[src/rtl/wb_slv_router.sv]
// wb_slv_router: single-outstanding Wishbone router from one master to four address-decoded slaves
module wb_slv_router #(
  parameter logic [7:0]  TOUT    = 8'd255,
  parameter logic [31:0] ERR_DAT = 32'hDEAD_BEEF
) (
  input  logic         clk,
  input  logic         rstn,
  input  logic         m_cyc_i,
  input  logic         m_stb_i,
  input  logic         m_we_i,
  input  logic [31:0]  m_adr_i,
  input  logic [3:0]   m_sel_i,
  input  logic [31:0]  m_dat_i,
  output logic [31:0]  m_dat_o,
  output logic         m_ack_o,
  output logic         m_err_o,
  output logic [3:0]   s_cyc_o,
  output logic [3:0]   s_stb_o,
  output logic         s_we_o,
  output logic [31:0]  s_adr_o,
  output logic [3:0]   s_sel_o,
  output logic [31:0]  s_dat_o,
  input  logic [127:0] s_dat_i,
  input  logic [3:0]   s_ack_i,
  input  logic [3:0]   s_err_i
);
  typedef enum logic [1:0] {IDLE, BUSY, RESP} state_t;
  state_t      state;
  logic [1:0]  idx;
  logic [7:0]  cnt;
  logic        mapped, hit_ack, hit_err, done, resp_err, resp_ack;
  logic [1:0]  dec;
  logic [3:0]  onehot;
  logic [31:0] rd_dat;
  always_comb begin
    mapped   = m_adr_i[31:28] >= 4'h1 && m_adr_i[31:28] <= 4'h4;
    dec      = m_adr_i[29:28] - 2'd1;
    onehot   = mapped ? 4'b0001 << dec : 4'b0000;
    hit_ack  = s_ack_i[idx];
    hit_err  = s_err_i[idx];
    rd_dat   = s_dat_i[{idx, 5'd0} +: 32];
    done     = !m_cyc_i || hit_err || hit_ack || cnt == TOUT - 8'd1;
    resp_err = m_cyc_i && (hit_err || !hit_ack);
    resp_ack = m_cyc_i && !hit_err && hit_ack;
  end
  // A slave error outranks its ack, and either outranks the timeout; an abort outranks all
  always_ff @(posedge clk or negedge rstn) begin
    if (!rstn) begin
      state   <= IDLE;
      idx     <= '0;
      cnt     <= '0;
      m_ack_o <= 1'b0;
      m_err_o <= 1'b0;
      m_dat_o <= '0;
      s_cyc_o <= '0;
      s_stb_o <= '0;
      s_we_o  <= 1'b0;
      s_adr_o <= '0;
      s_sel_o <= '0;
      s_dat_o <= '0;
    end else begin
      case (state)
        IDLE: if (m_cyc_i && m_stb_i) begin
          s_we_o  <= m_we_i;
          s_adr_o <= m_adr_i;
          s_sel_o <= m_sel_i;
          s_dat_o <= m_dat_i;
          idx     <= dec;
          cnt     <= '0;
          s_cyc_o <= onehot;
          s_stb_o <= onehot;
          m_err_o <= !mapped;
          if (!mapped) m_dat_o <= ERR_DAT;
          state   <= mapped ? BUSY : RESP;
        end
        BUSY: begin
          cnt <= cnt + 8'd1;
          if (done) begin
            s_cyc_o <= '0;
            s_stb_o <= '0;
            m_err_o <= resp_err;
            m_ack_o <= resp_ack;
            if (resp_err) m_dat_o <= ERR_DAT;
            else if (resp_ack && !s_we_o) m_dat_o <= rd_dat;
            state   <= m_cyc_i ? RESP : IDLE;
          end
        end
        default: begin
          m_ack_o <= 1'b0;
          m_err_o <= 1'b0;
          state   <= IDLE;
        end
      endcase
    end
  end
endmodule

[config.mk]
export PLATFORM = sky130hd
export DESIGN_NAME = wb_slv_router
export DESIGN_NICKNAME = d
export VERILOG_FILES = /design/src/rtl/wb_slv_router.sv
export SDC_FILE = /design/constraint.sdc
export NUM_CORES = 1
export LEC_CHECK = 0
export CAP_MARGIN = 20
export CORE_AREA = 2 2 131 133
export CTS_BUF_LIST = sky130_fd_sc_hd__clkbuf_8 sky130_fd_sc_hd__clkbuf_16
export CTS_CLUSTER_SIZE = 24
export DETAILED_ROUTE_END_ITERATION = 6
export DIE_AREA = 0 0 133 135
export PLACE_DENSITY = 0.88
export SYNTH_ARGS = -nofsm -noshare
export SYNTH_HDL_FRONTEND = slang
export SYNTH_SLANG_ARGS = --single-unit
export TNS_END_PERCENT = 1
[constraint.sdc]
create_clock -name clk -period 2.3 [get_ports clk]
set_input_delay 0.345 -clock clk [delete_from_list [all_inputs] [get_ports clk]]
set_output_delay 0.345 -clock clk [all_outputs]
set_load 0.02 [all_outputs]
Yosys cells after proc, flatten, opt, wreduce, memory -nomap -nowiden
Index checks and enable logic that the tools add are counted.
Word-level totals
  logic and storage cells: 74
  output and inout port bits: 111
  input bits: 209
  bits in registers: 119
Operators by class
  shifts and indexed selects: 2
  multiplexer cells: 26
  add/subtract/negate cells: 2
  eq/ne operators: 6
  reduce and logical (&&, ||, !) cells: 23
  bitwise gates (word level): 1
  magnitude comparators: 3
Operators with widths (count)
  $mux 32: 5
  $shiftx 128x8->32: 1
  $pmux 32 s2: 1
  $pmux 8 s2: 1
  $mux 4: 3
  $add 8x1->8 const B: 1
  $eq 8x8->1 const B: 1
  $mux 2: 4
  $mux 8: 1
  $pmux 4 s2: 1
  $reduce_and 2->1: 4
  $logic_and 1x1->1: 6
  $ne 2x2->1 const B: 3
  $logic_not 1->1: 5
  $mux 1: 5
  $reduce_and 5->1: 1
  $bmux 1 s2: 2
  $ge 4x1->1 const B: 1
  $le 4x3->1 const B: 1
  $logic_or 1x1->1: 4
  $pmux 1 s2: 2
  $pmux 2 s2: 1
  $shl 1x2->4 const A: 1
  $lt 2x3->1 const B: 1
  7 further kinds: 7

Longest topological paths before layout
Gate-level depths: netlist of run 1.
  depth in word-level cells: 10
  mapped depth: 8
  depth with buffers taken out: 6

Least setup slack after synthesis of run 1
OpenSTA, ideal clock, no wires.
  kind: reg-to-reg
  from: register idx[0]
  to: register m_dat_o[0]
  required time: 2175 ps
  library setup time: 125 ps
  stages on the path, launching flop included: 9
  path buffers: 3
  slack: 39 ps
  period minus slack after synthesis: 2261 ps
  arrival: 2136 ps
  cells stage by stage: dfrtp_1 -> buf_6 -> mux4_2 -> a41o_1 -> o22ai_2 -> or4_1 -> buf_2 -> buf_6 -> mux2_4
On the way
  longest elaborated chain between the ends: 8
  elaborated cells between the ends (all ways): 22
  those cells by class: 2 x eq/ne; 1 x shift; 8 x mux; 11 x reduce/logical
RTL lines
  start, declared: line 29  | logic [1:0] idx;
  start signal, assigned: line 50  | idx <= '0;
  start signal, assigned: line 68  | idx <= dec;
  parallel branches: the longest is 8 deep, another holds $shiftx 128x8->32
  end signal, assigned: line 84  | else if (resp_ack && !s_we_o) m_dat_o <= rd_dat;
  end, declared: line 14  | output logic [31:0] m_dat_o,
Parallel ways; which one is timed is not known. The select of a mux whose other input is x is not followed.
A chain may end at the register's enable or synchronous reset.

Worst setup path after layout of run 1
  from: input m_adr_i[29]
  to: register m_dat_o[31]
On the way
  longest elaborated chain between the ends: 4
  elaborated cells between the ends (all ways): 5
  those cells by class: 2 x order compare; 1 x eq/ne; 2 x reduce/logical
RTL lines
  start, declared: line 11  | input logic [31:0] m_adr_i,
  $ge 4x1->1 or $le 4x3->1 (tied branches): line 36  | mapped = m_adr_i[31:28] >= 4'h1 && m_adr_i[31:28] <= 4'h4;
  $logic_and 1x1->1 *: line 36
  $ne 2x2->1 (no line) *
  $reduce_and 5->1 (no line) *
Every way passes the cells marked *; elsewhere a longest branch is shown, timed or not.

==> results of run 1 <==
cell usage in the layout, fill, tap and decap left out, types with 3 or more instances in the layout:
master / count
clkbuf_16: 17
clkinv_4: 3
nor2_1: 9
inv_6: 3
clkinvlp_4: 3
a22o_1: 4
dfrtp_1: 118
o21ai_0: 14
mux2_4: 22
ha_1: 8
nand3_1: 5
mux2i_1: 8
mux4_2: 34
clkdlybuf4s50_1: 317
nand2_1: 218
buf_4: 25
nand4_1: 4
mux2_1: 3
nand2b_1: 26
inv_1: 13
buf_12: 4
worst paths after layout:
check | from | end | cells past startpoint
min | rstn | s_adr_o[1] | 2
max | m_adr_i[29] | m_dat_o[31] | 8
max reg2reg | idx[0] | m_dat_o[31] | 6
min in group clk | m_adr_i[28] | idx[0] | 3
max in group asynchronous | rstn | idx[0] | 2
min reg2reg | s_adr_o[25] | s_adr_o[25] | 2
kinds of logic (layout without fill, tap and decap cells):
kind of cell	after synthesis	after routing
buffers and inverters	50	395
AO/OA/AOI/OAI	29	29
adder cells (fa/ha/maj)	8	8
multiplexers	67	67
XOR/XNOR	2	2
flip-flops	119	119
AND/OR/NAND/NOR	276	276
flip-flops by register name, summed over array words and instances, names as in the netlist:
name and count:
m_dat_o 32, s_adr_o 32, s_dat_o 32, cnt 8
s_sel_o 4, s_stb_o 4, idx 2, state 2
m_ack_o 1, m_err_o 1, s_we_o 1
worst max-delay path, delay by kind of cell:
kind,cells,cell delay (ps)
and+or+nand+nor,3,840
muxes,1,310
adders and majority gates,1,180
buffers and inverters,3,760
repair_timing:
| item | 4_1_cts | 5_1_grt |
|---|---|---|
| resized for setup | 2 | 5 |
| buffers inserted | 0 | 1 |
| gates cloned | 1 | 0 |
| pin swaps | 0 | 1 |
| setup endpoints to repair | 29 | 15 |
routing by layer:
metal	track usage [%]	wire length, µm
met2	37.6	9770
met5	0	0
met3	7.62	1600
met1	26.4	7850
met4	7.17	348
final cells by class:
type | count | area, µm²
inverter | 14 | 52.6
tap | 220 | 275
sequential | 119 | 2980
clock inverter | 13 | 145
fill | 1288 | 6310
multi-input combinational | 382 | 2700
clock buffer | 19 | 453
timing repair buffer | 349 | 3490
power breakdown:
part	switching, W	internal [W]	total, W	leakage, nW
clock network	0.00100	0.00166	0.00266	0.286
registers	0.000184	0.00239	0.00258	1.42
logic	0.00110	0.00132	0.00241	2.75
total	0.00228	0.00537	0.00765	4.45
stage by stage:
stage / util (%) / power [W] / worst slack, ps
after floorplan: - / 0.00377 / 38.8
after global placement: 57.6 / 0.00497 / -527
after detailed placement: 57.6 / 0.00501 / -559
after CTS: 61.5 / 0.00775 / 8.37
after global routing: 61.5 / 0.00804 / 4.15
final: 61.5 / 0.00765 / 131
==> metrics.txt, run 1 <==
Site Rows 47; post-route ant nets 0; pwr/cell area approximately 760 nW/µm²; final wirelength 19,600 µm; Critical Path, Cell by Cell clkdlybuf4s50_1, inv_2, ha_1, nor3b_2, nor4_1, or4_4, buf_12, mux2_1; gr usage total 22.1%; core area between 15,000 and 20,000 µm²; actual slew at the worst max-slew pin 749 ps; post-synth cell types 39; # DRC 0; Adder-Cell Fraction of Synth Area under 10%; Simple-Gate Fraction of Synth Area 19.7%; max-capacitance violation count 0; Worst Hold Slack roughly 45 ps; Clock Sinks 119; Crit Path Max Fanout 14; Slowest-stage cell, CP or4_4; top cells by count, synth nand2_1 (218), dfrtp_1 (119), mux4_2 (34), nand2b_1 (26); Fin Setup TNS 0 ps; Top FF cell, synth dfrtp_1; die outline width 133 µm; final non-filler cell total 1,116; global-route wire length before repair roughly 31,000 µm; gr ovfl total 0; final period utilization a little over nine tenths; Worst Path Required 2580 ps; via density per instance 4.80; nature of the critical path endpoint flop; final net count 1,100; Clock Skew a little over 8 ps; n_diodes 0; Die Ht ~140 µm; area grow syn2layout 71.5%; Clock Latency Late Sink between 400 and 500 ps; most common cell in the netlist nand2_1; CP Launch Type primary input; XOR/XNOR Fraction of Synth Area 0.297%; I/O Pins 320; Synth Register Bits ~120; htree depth 4; ranking of synthesized cells by area dfrtp_1 (51%), nand2_1 (14%), mux4_2 (13%); Post-Synthesis Cell Area a little under 6000 µm²; post-detail-place hpwl 14,700 µm; Leak ~4.5 nW; Die ar. 18,000 µm²; Starting Density 35.9%; layout cells sized above 1 14.4%; compound-cell area share of the yosys netlist about 3.2%; DP Cell Count between 1,000 and 1,500; setup slack, reg-to-reg about 150 ps; worst hold path class in2async; multiplexer share of the synthesized area 20.5%; largest net degree at the start of global routing 120; RD Place Congestion 0.806; Synth Net Count 768; syn avg cell area 10.7 µm²; drt wl/cell ~18 µm; DR pass1 iterations 6; synth warn 0; crit-path max cell delay 570 ps; Post-synth ARST share between 90% and 100%; CP Class in2reg; area leader, netlist dfrtp_1; Post-synth EDFFs 0; RSZ-0062 raised after global routing no; sequential share of the synthesized area about half; VDD IR-drop max ~520 µV; initial DRC count 171; setup violators final 0; largest family of logic cells by synthesized area multiplexers; placed cell area around 9400 µm²; vias in the first global route roughly 5,700; Synth top area share just over 50%; Max Slew Vio Count 0; outcome completed; clock buffer depth 2; post-route cell area between 10,000 and 15,000 µm²; Num CTS Buffers 17; CTS Root Cell clkbuf_16; CTS Hold Bufs 0; Worst Path Arrival between 2000 and 2500 ps; port bufs 319; Max Fclk about 460 MHz; TritonCTS clock tree built; max_slew headroom 50.0%; via count around 5,400; Worst-path clk slew about 60 ps; synthesized instance count 551; Final min period 2170 ps; Fin. Hold Viols 0; antenna violations before repair 0
(Power assumes the default switching activity.)
==> run 2, diff against run 1 <==
--- a/config.mk
+++ b/config.mk
@@ -11,6 +11,7 @@
 export CTS_CLUSTER_SIZE = 24
 export DETAILED_ROUTE_END_ITERATION = 6
 export DIE_AREA = 0 0 133 135
+export GPL_ROUTABILITY_DRIVEN = 0
 export PLACE_DENSITY = 0.88
 export SYNTH_ARGS = -nofsm -noshare
 export SYNTH_HDL_FRONTEND = slang
==> results of run 2 <==
No change in the layout: final DEF, timing and power equal those of run 1.
